[src/rtl/dcache_store_buffer_pkg.sv]
// Shared types for the data-cache store buffer: entry record, drain FSM states
// and the default depth.
package dcache_store_buffer_pkg;

  localparam int SB_DEPTH = 4;
  localparam int SB_PTR_W = $clog2(SB_DEPTH);

  typedef struct packed {
    logic        valid;
    logic [29:0] waddr;
    logic [31:0] data;
    logic [3:0]  mask;
  } sb_entry_t;

  typedef enum logic {
    SB_IDLE,
    SB_REQ
  } sb_state_t;

endpackage

[src/rtl/dcache_store_buffer_if.sv]
// Store-side, cache-port and load-probe signals of the store buffer.
// master = core/cache environment, slave = the store buffer itself.
interface dcache_store_buffer_if;

  logic        st_valid;
  logic        st_ready;
  logic [31:0] st_addr;
  logic [31:0] st_wdata;
  logic [3:0]  st_wmask;
  logic        drain_en;
  logic [31:0] ufp_addr;
  logic [31:0] ufp_wdata;
  logic [3:0]  ufp_wmask;
  logic [3:0]  ufp_rmask;
  logic        ufp_resp;
  logic        ld_check_valid;
  logic [31:0] ld_check_addr;
  logic        ld_conflict;
  logic        sb_empty;

  modport master (
    output st_valid, st_addr, st_wdata, st_wmask, drain_en, ufp_resp,
           ld_check_valid, ld_check_addr,
    input  st_ready, ufp_addr, ufp_wdata, ufp_wmask, ufp_rmask, ld_conflict, sb_empty
  );

  modport slave (
    input  st_valid, st_addr, st_wdata, st_wmask, drain_en, ufp_resp,
           ld_check_valid, ld_check_addr,
    output st_ready, ufp_addr, ufp_wdata, ufp_wmask, ufp_rmask, ld_conflict, sb_empty
  );

endinterface

[src/rtl/dcache_store_buffer_byte_merge.sv]
// Combinational 4-lane byte merge: lanes enabled in new_mask take the new data,
// the rest keep the old data; masks are OR-ed.
module sb_byte_merge (
  input  logic [31:0] old_data,
  input  logic [3:0]  old_mask,
  input  logic [31:0] new_data,
  input  logic [3:0]  new_mask,
  output logic [31:0] merged_data,
  output logic [3:0]  merged_mask
);

  always_comb begin
    merged_data = old_data;
    merged_mask = old_mask | new_mask;
    for (int i = 0; i < 4; i++) begin
      if (new_mask[i]) merged_data[8*i +: 8] = new_data[8*i +: 8];
    end
  end

endmodule

[src/rtl/dcache_store_buffer.sv]
// Post-commit store buffer: FIFO of word stores with youngest-entry merging,
// one-at-a-time drain to the cache ufp port, and a load-conflict probe.
module dcache_store_buffer
  import dcache_store_buffer_pkg::*;
#(
  parameter int DEPTH = SB_DEPTH
) (
  input logic                  clk,
  input logic                  rst,
  dcache_store_buffer_if.slave bus
);

  localparam int PTR_W = $clog2(DEPTH);
  localparam int CNT_W = PTR_W + 1;

  typedef logic [PTR_W-1:0] ptr_t;

  sb_entry_t        entries [DEPTH];
  ptr_t             head;
  ptr_t             tail;
  logic [CNT_W-1:0] count;
  sb_state_t        state;
  sb_state_t        state_next;

  logic [31:0] ufp_addr_q;
  logic [31:0] ufp_wdata_q;
  logic [3:0]  ufp_wmask_q;

  logic        st_ready_int;
  logic        accept;
  logic        pop;
  logic        load;
  ptr_t        load_idx;
  ptr_t        youngest;
  logic        merge;
  logic        push_new;
  logic        probe_hit;
  logic [31:0] merged_data;
  logic [3:0]  merged_mask;
  logic        unused_addr_bits;

  assign unused_addr_bits = ^{bus.st_addr[1:0], bus.ld_check_addr[1:0]};

  sb_byte_merge u_merge (
    .old_data    (entries[youngest].data),
    .old_mask    (entries[youngest].mask),
    .new_data    (bus.st_wdata),
    .new_mask    (bus.st_wmask),
    .merged_data (merged_data),
    .merged_mask (merged_mask)
  );

  always_ff @(posedge clk) begin
    if (rst) state <= SB_IDLE;
    else     state <= state_next;
  end

  always_comb begin
    state_next = state;
    if (load)     state_next = SB_REQ;
    else if (pop) state_next = SB_IDLE;
  end

  // A merge may only touch the youngest entry, and never one that the cache
  // already owns or is about to own at this edge.
  always_comb begin
    st_ready_int = (count < CNT_W'(DEPTH));
    accept       = bus.st_valid && st_ready_int && (bus.st_wmask != 4'b0000);
    pop          = (state == SB_REQ) && bus.ufp_resp;
    youngest     = tail - ptr_t'(1);
    load         = 1'b0;
    load_idx     = head;
    if (bus.drain_en) begin
      if (state == SB_IDLE && count != '0) begin
        load = 1'b1;
      end else if (pop && count > CNT_W'(1)) begin
        load     = 1'b1;
        load_idx = head + ptr_t'(1);
      end
    end
    merge = accept && entries[youngest].valid
         && (entries[youngest].waddr == bus.st_addr[31:2])
         && !(state == SB_REQ && youngest == head)
         && !(load && load_idx == youngest);
    push_new = accept && !merge;
    probe_hit = 1'b0;
    for (int i = 0; i < DEPTH; i++) begin
      if (entries[i].valid && entries[i].waddr == bus.ld_check_addr[31:2]) probe_hit = 1'b1;
    end
  end

  always_ff @(posedge clk) begin
    if (rst) begin
      for (int i = 0; i < DEPTH; i++) entries[i] <= '0;
      head        <= '0;
      tail        <= '0;
      count       <= '0;
      ufp_addr_q  <= '0;
      ufp_wdata_q <= '0;
      ufp_wmask_q <= '0;
    end else begin
      if (pop) begin
        entries[head].valid <= 1'b0;
        head                <= head + ptr_t'(1);
      end
      if (merge) begin
        entries[youngest].data <= merged_data;
        entries[youngest].mask <= merged_mask;
      end
      if (push_new) begin
        entries[tail].valid <= 1'b1;
        entries[tail].waddr <= bus.st_addr[31:2];
        entries[tail].data  <= bus.st_wdata;
        entries[tail].mask  <= bus.st_wmask;
        tail                <= tail + ptr_t'(1);
      end
      count <= count + CNT_W'(push_new) - CNT_W'(pop);
      if (load) begin
        ufp_addr_q  <= {entries[load_idx].waddr, 2'b00};
        ufp_wdata_q <= entries[load_idx].data;
        ufp_wmask_q <= entries[load_idx].mask;
      end else if (pop) begin
        ufp_wmask_q <= 4'b0000;
      end
    end
  end

  assign bus.st_ready    = st_ready_int;
  assign bus.ufp_addr    = ufp_addr_q;
  assign bus.ufp_wdata   = ufp_wdata_q;
  assign bus.ufp_wmask   = ufp_wmask_q;
  assign bus.ufp_rmask   = 4'b0000;
  assign bus.ld_conflict = bus.ld_check_valid && probe_hit;
  assign bus.sb_empty    = (count == '0) && (ufp_wmask_q == 4'b0000);

endmodule

[src/flat_wrapper.sv]
// flat-port wrapper written by rule: the top's interface ports become plain ports
module dcache_store_buffer_flat import dcache_store_buffer_pkg::*;
#(
  parameter int DEPTH = SB_DEPTH
)
  (clk, rst, bus_st_valid, bus_st_addr, bus_st_wdata, bus_st_wmask, bus_drain_en, bus_ufp_resp, bus_ld_check_valid, bus_ld_check_addr, bus_st_ready, bus_ufp_addr, bus_ufp_wdata, bus_ufp_wmask, bus_ufp_rmask, bus_ld_conflict, bus_sb_empty);
  dcache_store_buffer_if bus_i ();
  input logic clk;
  input logic rst;
  input wire logic [$bits(bus_i.st_valid)-1:0] bus_st_valid;
  input wire logic [$bits(bus_i.st_addr)-1:0] bus_st_addr;
  input wire logic [$bits(bus_i.st_wdata)-1:0] bus_st_wdata;
  input wire logic [$bits(bus_i.st_wmask)-1:0] bus_st_wmask;
  input wire logic [$bits(bus_i.drain_en)-1:0] bus_drain_en;
  input wire logic [$bits(bus_i.ufp_resp)-1:0] bus_ufp_resp;
  input wire logic [$bits(bus_i.ld_check_valid)-1:0] bus_ld_check_valid;
  input wire logic [$bits(bus_i.ld_check_addr)-1:0] bus_ld_check_addr;
  output wire logic [$bits(bus_i.st_ready)-1:0] bus_st_ready;
  output wire logic [$bits(bus_i.ufp_addr)-1:0] bus_ufp_addr;
  output wire logic [$bits(bus_i.ufp_wdata)-1:0] bus_ufp_wdata;
  output wire logic [$bits(bus_i.ufp_wmask)-1:0] bus_ufp_wmask;
  output wire logic [$bits(bus_i.ufp_rmask)-1:0] bus_ufp_rmask;
  output wire logic [$bits(bus_i.ld_conflict)-1:0] bus_ld_conflict;
  output wire logic [$bits(bus_i.sb_empty)-1:0] bus_sb_empty;
  assign bus_i.st_valid = bus_st_valid;
  assign bus_i.st_addr = bus_st_addr;
  assign bus_i.st_wdata = bus_st_wdata;
  assign bus_i.st_wmask = bus_st_wmask;
  assign bus_i.drain_en = bus_drain_en;
  assign bus_i.ufp_resp = bus_ufp_resp;
  assign bus_i.ld_check_valid = bus_ld_check_valid;
  assign bus_i.ld_check_addr = bus_ld_check_addr;
  assign bus_st_ready = bus_i.st_ready;
  assign bus_ufp_addr = bus_i.ufp_addr;
  assign bus_ufp_wdata = bus_i.ufp_wdata;
  assign bus_ufp_wmask = bus_i.ufp_wmask;
  assign bus_ufp_rmask = bus_i.ufp_rmask;
  assign bus_ld_conflict = bus_i.ld_conflict;
  assign bus_sb_empty = bus_i.sb_empty;
  dcache_store_buffer #(.DEPTH(DEPTH)) u_core (.clk(clk), .rst(rst), .bus(bus_i));
endmodule
[config.mk]
export PLATFORM = sky130hd
export DESIGN_NAME = dcache_store_buffer_flat
export DESIGN_NICKNAME = d
export VERILOG_FILES = /design/src/rtl/dcache_store_buffer_pkg.sv /design/src/rtl/dcache_store_buffer_if.sv /design/src/rtl/dcache_store_buffer_byte_merge.sv /design/src/rtl/dcache_store_buffer.sv /design/src/flat_wrapper.sv
export SDC_FILE = /design/constraint.sdc
export NUM_CORES = 1
export LEC_CHECK = 0
export ABC_CLOCK_PERIOD_IN_PS = 7250
export CAP_MARGIN = 20
export CORE_MARGIN = 2
export CORE_UTILIZATION = 45
export DETAILED_ROUTE_END_ITERATION = 8
export HOLD_SLACK_MARGIN = 0.03
export PLACE_DENSITY = 0.72
export SLEW_MARGIN = 20
export SYNTH_ARGS = -nofsm -noshare
export SYNTH_HDL_FRONTEND = slang
export SYNTH_SLANG_ARGS = --single-unit
[constraint.sdc]
create_clock -name clk -period 7.25 [get_ports clk]
set_clock_uncertainty 0.1 [all_clocks]
set_input_delay 1.8125 -clock clk [delete_from_list [all_inputs] [get_ports clk]]
set_output_delay 1.8125 -clock clk [all_outputs]
set_load 0.01 [all_outputs]
Word-level counts from Yosys, hierarchy flattened:

Memory sizes are Yosys's and may differ from the RTL's.
Cells that the tools add are included.

* logic and storage cells: 91
* memory bits (writable): 268
* output and inout bits: 75
* bits in registers: 74
* bits of input ports: 106
* memories kept: 1

* order comparisons: 2
* $add $sub $neg: 5
* reduce and logical (&&, ||, !) cells: 29
* bitwise logic cells: 2
* equal/unequal tests: 7
* mux-type cells: 38

Memory list
* u_core.entries: depth 4, width 67, read ports 6, clocked after Yosys merged registers in 0, wr ports 4, RTL line dcache_store_buffer.sv:18 `sb_entry_t entries [DEPTH];`

Operators by type and width (number)
* 67-bit two-way mux: 3
* 67-bit OR reduction: 3
* 30-bit == test: 5
* 8-bit two-way mux: 4
* 1-bit two-way mux: 20
* 1-bit logical AND: 18
* 2-bit two-way mux: 9
* 4-bit two-way mux: 2
* 2-bit by 1-bit adder with 2-bit output (second input constant): 2
* 2-bit == test: 2
* 4-bit zero test: 1
* 4-bit OR: 1
* 4-bit nonzero test: 1
* 3-bit by 1-bit adder with 3-bit output: 1
* 3-bit by 1-bit greater-than comparator with 1-bit output (second input constant): 1
* 1-bit zero test: 3
* 3-bit zero test: 1
* 3-bit < comparator (second input constant): 1
* 3-bit nonzero test: 1
* 3-bit by 1-bit subtractor with 3-bit output: 1
* 2-bit nonzero test: 1
* 2-bit by 1-bit subtractor with 2-bit output (second input constant): 1
* 1-bit inverter: 1

Logic depth before layout (Yosys ltp):

* depth after elaboration: 16
* gate-level depth with buffers: 16
* mapped depth without buffers: 14

Cells and area by module:

A second synthesis with hierarchy kept.

* cell total of the unflattened synthesis: 1726
* area, all modules: 19631.3 sq um

Modules (own cells, without submodules)
* dcache_store_buffer: times used 1, sequential area each 9529.1 sq um, area each 19080.8 sq um, cells each 1686
* sb_byte_merge: times used 1, sequential area each 0.0 sq um, area each 550.5 sq um, cells each 40

Worst setup path before layout:

OpenSTA, ideal clock, no wires.

* kind: in2reg
* from: in bus_st_addr[11]
* to: mem u_core.entries[3][0] (netlist bit) (enable)
* stages on the path: 9
* data required time: 6641 ps
* arrival time: 4355 ps
* setup slack: 2285 ps
* library setup time: 509 ps
* buffers on the path: 1
* path through: nand2b_1 > mux2_2 > a31oi_1 > nand4_1 > or4_4 > buf_6 > o21a_1 > a31oi_4 > nand2b_1

RTL lines
* start: declaration: RTL line flat_wrapper.sv:11 `input wire logic [$bits(bus_i.st_addr)-1:0] bus_st_addr;`
* end: declaration: RTL line dcache_store_buffer.sv:18

Worst setup path in the final report:

* from: in bus_ld_check_addr[26]
* to: out bus_ld_conflict

* longest elaborated chain between the ends: 7
* elaborated cells between the ends (all ways): 13
* classes of those cells: eq/ne: 4; mux: 4; reduce/logical: 5

Ends and longest elaborated chain
* start: declaration: RTL line flat_wrapper.sv:17 `input wire logic [$bits(bus_i.ld_check_addr)-1:0] bus_ld_check_addr;`
* 30-bit == test: RTL line dcache_store_buffer.sv:88 `if (entries[i].valid && entries[i].waddr == bus.ld_check_addr[31:2]) probe_hit = 1'b1;`
* 1-bit logical AND: RTL line dcache_store_buffer.sv:88
* 1-bit two-way mux (3 in a row): RTL line dcache_store_buffer.sv:88
* 1-bit two-way mux *: RTL line dcache_store_buffer.sv:88
* 1-bit logical AND *: RTL line dcache_store_buffer.sv:133 `assign bus.ld_conflict = bus.ld_check_valid && probe_hit;`
* end: declaration: RTL line flat_wrapper.sv:23 `output wire logic [$bits(bus_i.ld_conflict)-1:0] bus_ld_conflict;`

Mark *: on every way between the ends. The rest lies on a longest branch, timed or not.

==> flow_summary.yaml <==
run_status:
  status: "complete, no violations"
worst_setup_path:
  ff2ff_path_depth: 11
  cp-startpoint: "bus_ld_check_addr[26]"
  ff2ff_setup_slack_ps: 1970
  end_kind: "output port"
  worstPathArrival_ps: 4540
  r2r_start: "u_core.tail[1]"
  cp-start-kind: "primary input"
  r2r_end: "u_core.entries[2][33]"
  worstPathRequired_ps: 5340
  cp_max_fo: 4
  worstSetupPathType: "primary input to output port"
synthesis:
  async_flop_share_pct: 0
  synth_top_area_cell: "edfxtp_1"
  synth.distinct_cells: 61
  yosysMostFrequentCell: "edfxtp_1"
  synthTopCellsByCount: "edfxtp_1, nor2_1, nand2_1, and2_1, mux4_2"
  ys_ff_latch: 342
  dominantRegCellSynth: "edfxtp_1"
  synth_edf_count: 268
  syn_avg_cell_area_sq_um: 11.7
  yosysTopAreaCellShare_pct: 42.3
  syn_area_sq_um: 19000
  ys_top_cells_by_area: "edfxtp_1, mux4_2, dfxtp_1"
  netlist_instances: 1626
  yosysWarnings: 0
  seq_area_frac_synth_pct: 50.1
timing:
  hold_viol: 0
  fin_crit_sh_pct: 89.0
  drv_slew: 0
  rsz0062_at_grt: "false"
  fmax_mhz: 155
  fin_crit_ps: 6450
  max-slew-margin-rel_pct: 23.8
  finalSetupViolCount: 0
  fin_setup_tns_ps: 0
  worstMarginPinSlew_ps: 1140
global_route:
  grt-ovfl-total: 0
  grt_max_degree: 67
  first_global_vias: 13896
  antenna_found_initial: 6
  grt_pass1_wl_microns: 86900
  grt_usage_pct: 26.5
clock_network:
  cts_num_sinks: 342
  clockBufferDepth: 3
  cts-root-buf: "clkbuf_16"
  postCtsResizedCells: 0
  cts_hold_buf: 0
  cts_tree: "done"
  numCtsBuffers: 39
  cts_setup_buffers: 0
  insertion_delay_ps: 580
  clkTransAtPathRegs_ps: 60
  h-tree-depth: 2
power_and_ir_drop:
  leakage_nw: 7.62
  power_density_nw_per_um2: 260
  peakVddDrop_v: 0.000178
  p_total_mw: 5.81
drt:
  routed_via_density: 6.10
  post_drt_wl_per_cell_microns: 25.0
  ant_nets: 0
  drt-pass1-iter-count: 8
  num_vias: 14145
  drc: 0
  wl_microns: 57900
  initialDrtViolationCount: 1592
die:
  die-width_microns: 210
  die_h_microns: 210
  fp-row-count: 75
  core_sq_um: 41900
  start_util_pct: 45.5
  die-area_sq_um: 44000
  ios: 181
min_path:
  hold_end: "u_core.bus.ufp_addr[13]"
  hold_start: "u_core.bus.ufp_addr[13]"
  hold_class: "flip-flop to flip-flop"
  hold_depth: 2
flow_run:
  cap_violations: 0
layout:
  area_growth_pct: 17.4
  drive_above_1_share_pct: 13.7
  nets: 1855
  n_fill_cell: 3547
placed_design:
  gp_routability_congestion: 0.933
  port_buffers: 170
  dpl.hpwl_microns: 38300
## worst max-delay path, cell delays in order
cell and delay, ps:
clkdlybuf4s50_1 600, xnor2_1 400, nand4_1 240, nor4_1 450, nand4_1 130, a41oi_1 310, clkdlybuf4s50_1 600
## layout by cell type (no fill, tap or decap), types with 3 or more instances in the layout
master	synthesis	final
a21oi_1	72	72
nand3_1	9	9
mux2i_1	37	37
clkinv_1	0	11
and3_1	3	3
mux2_2	8	8
edfxtp_1	268	268
nand4_1	59	59
o22ai_1	34	34
o2bb2ai_1	7	7
xnor2_1	94	92
nand2_1	168	168
inv_1	12	12
or2_2	4	3
a31oi_1	33	33
and2_1	124	124
mux4_2	115	115
xor2_1	56	56
nand4bb_1	4	4
nor2b_1	38	38
clkinv_2	0	7
ha_1	4	4
o21ai_0	5	5
diode_2	0	3
dfxtp_1	74	72
buf_4	11	43
clkbuf_1	85	7
nor3_1	7	7
nor2_1	173	172
or2_1	5	5
conb_1	1	6
clkdlybuf4s50_1	0	169
clkbuf_16	0	39
nor4_1	20	20
nand2b_1	15	15
## cell type report
| type | instances | area (sq um) | area share [%] |
|---|---|---|---|
| multi-input cells | 1136 | 8830 | 39.5 |
| clock buffers | 47 | 1020 | 4.55 |
| clock inverters | 25 | 205 | 0.918 |
| well taps | 539 | 674 | 3.02 |
| inverters | 12 | 45.0 | 0.202 |
| flip-flops and latches | 342 | 9540 | 42.7 |
| repair buffers | 213 | 2030 | 9.10 |
| diodes | 3 | 7.51 | 0.0336 |
## flip-flops by register name, summed over array words and instances, names as in the netlist
| name | count |
|---|---|
| u_core.bus.ufp_wmask | 4 |
| u_core.count | 3 |
| u_core.head | 2 |
| u_core.bus.ufp_wdata | 32 |
| u_core.state | 1 |
| u_core.bus.ufp_addr | 30 |
| u_core.tail | 2 |
| u_core.entries | 268 |
## stage by stage
step           setup WS, ps  utilization [%]  instances  hold slack, ps  area [sq um]
2_1_floorplan          2290                -       1631             376         19100
3_3_place_gp            861             50.4       2242             338         21100
3_5_place_dp            847             50.5       2242             345         21100
4_1_cts                 847             53.4       2314             352         22300
5_1_grt                 805             53.4       2316             367         22300
6_report                795             53.4       2317             349         22300
## where the power goes
group | switching [mW] | internal, mW | leakage (nW)
logic | 0.788 | 0.624 | 3.64
registers | 0.157 | 2.31 | 3.39
clock network | 0.847 | 1.08 | 0.597
total | 1.79 | 4.02 | 7.62
## how the worst max path moves through the flow
stage / to / slack, ps
2_1_floorplan: u_core.entries[3][0] / 2290
3_3_place_gp: bus_ld_conflict / 860
3_5_place_dp: bus_ld_conflict / 850
4_1_cts: bus_ld_conflict / 850
5_1_grt: bus_ld_conflict / 800
6_report: bus_ld_conflict / 800
## layer usage
layer / wire length (microns) / up-vias / global-route usage (%)
met5: 27 / - / 0
met4: 1590 / 4 / 8.22
met3: 5570 / 116 / 5.30
met2: 27100 / 790 / 41.5
met1: 23700 / 7065 / 37.3
li1: - / 6170 / -
## cells by family (layout without fill, tap and decap cells)
logic type	count (synthesis)	count (layout)	synth area share [%]
buf+inv	153	297	3.90
fa+ha+maj	5	5	0.368
other cells	1	9	0.0197
simple gates	637	637	16.6
mux	160	160	16.0
flops	342	342	50.1
xor+xnor	150	150	6.90
compound gates	178	178	6.09
Power figures use the tool's default switching activity.
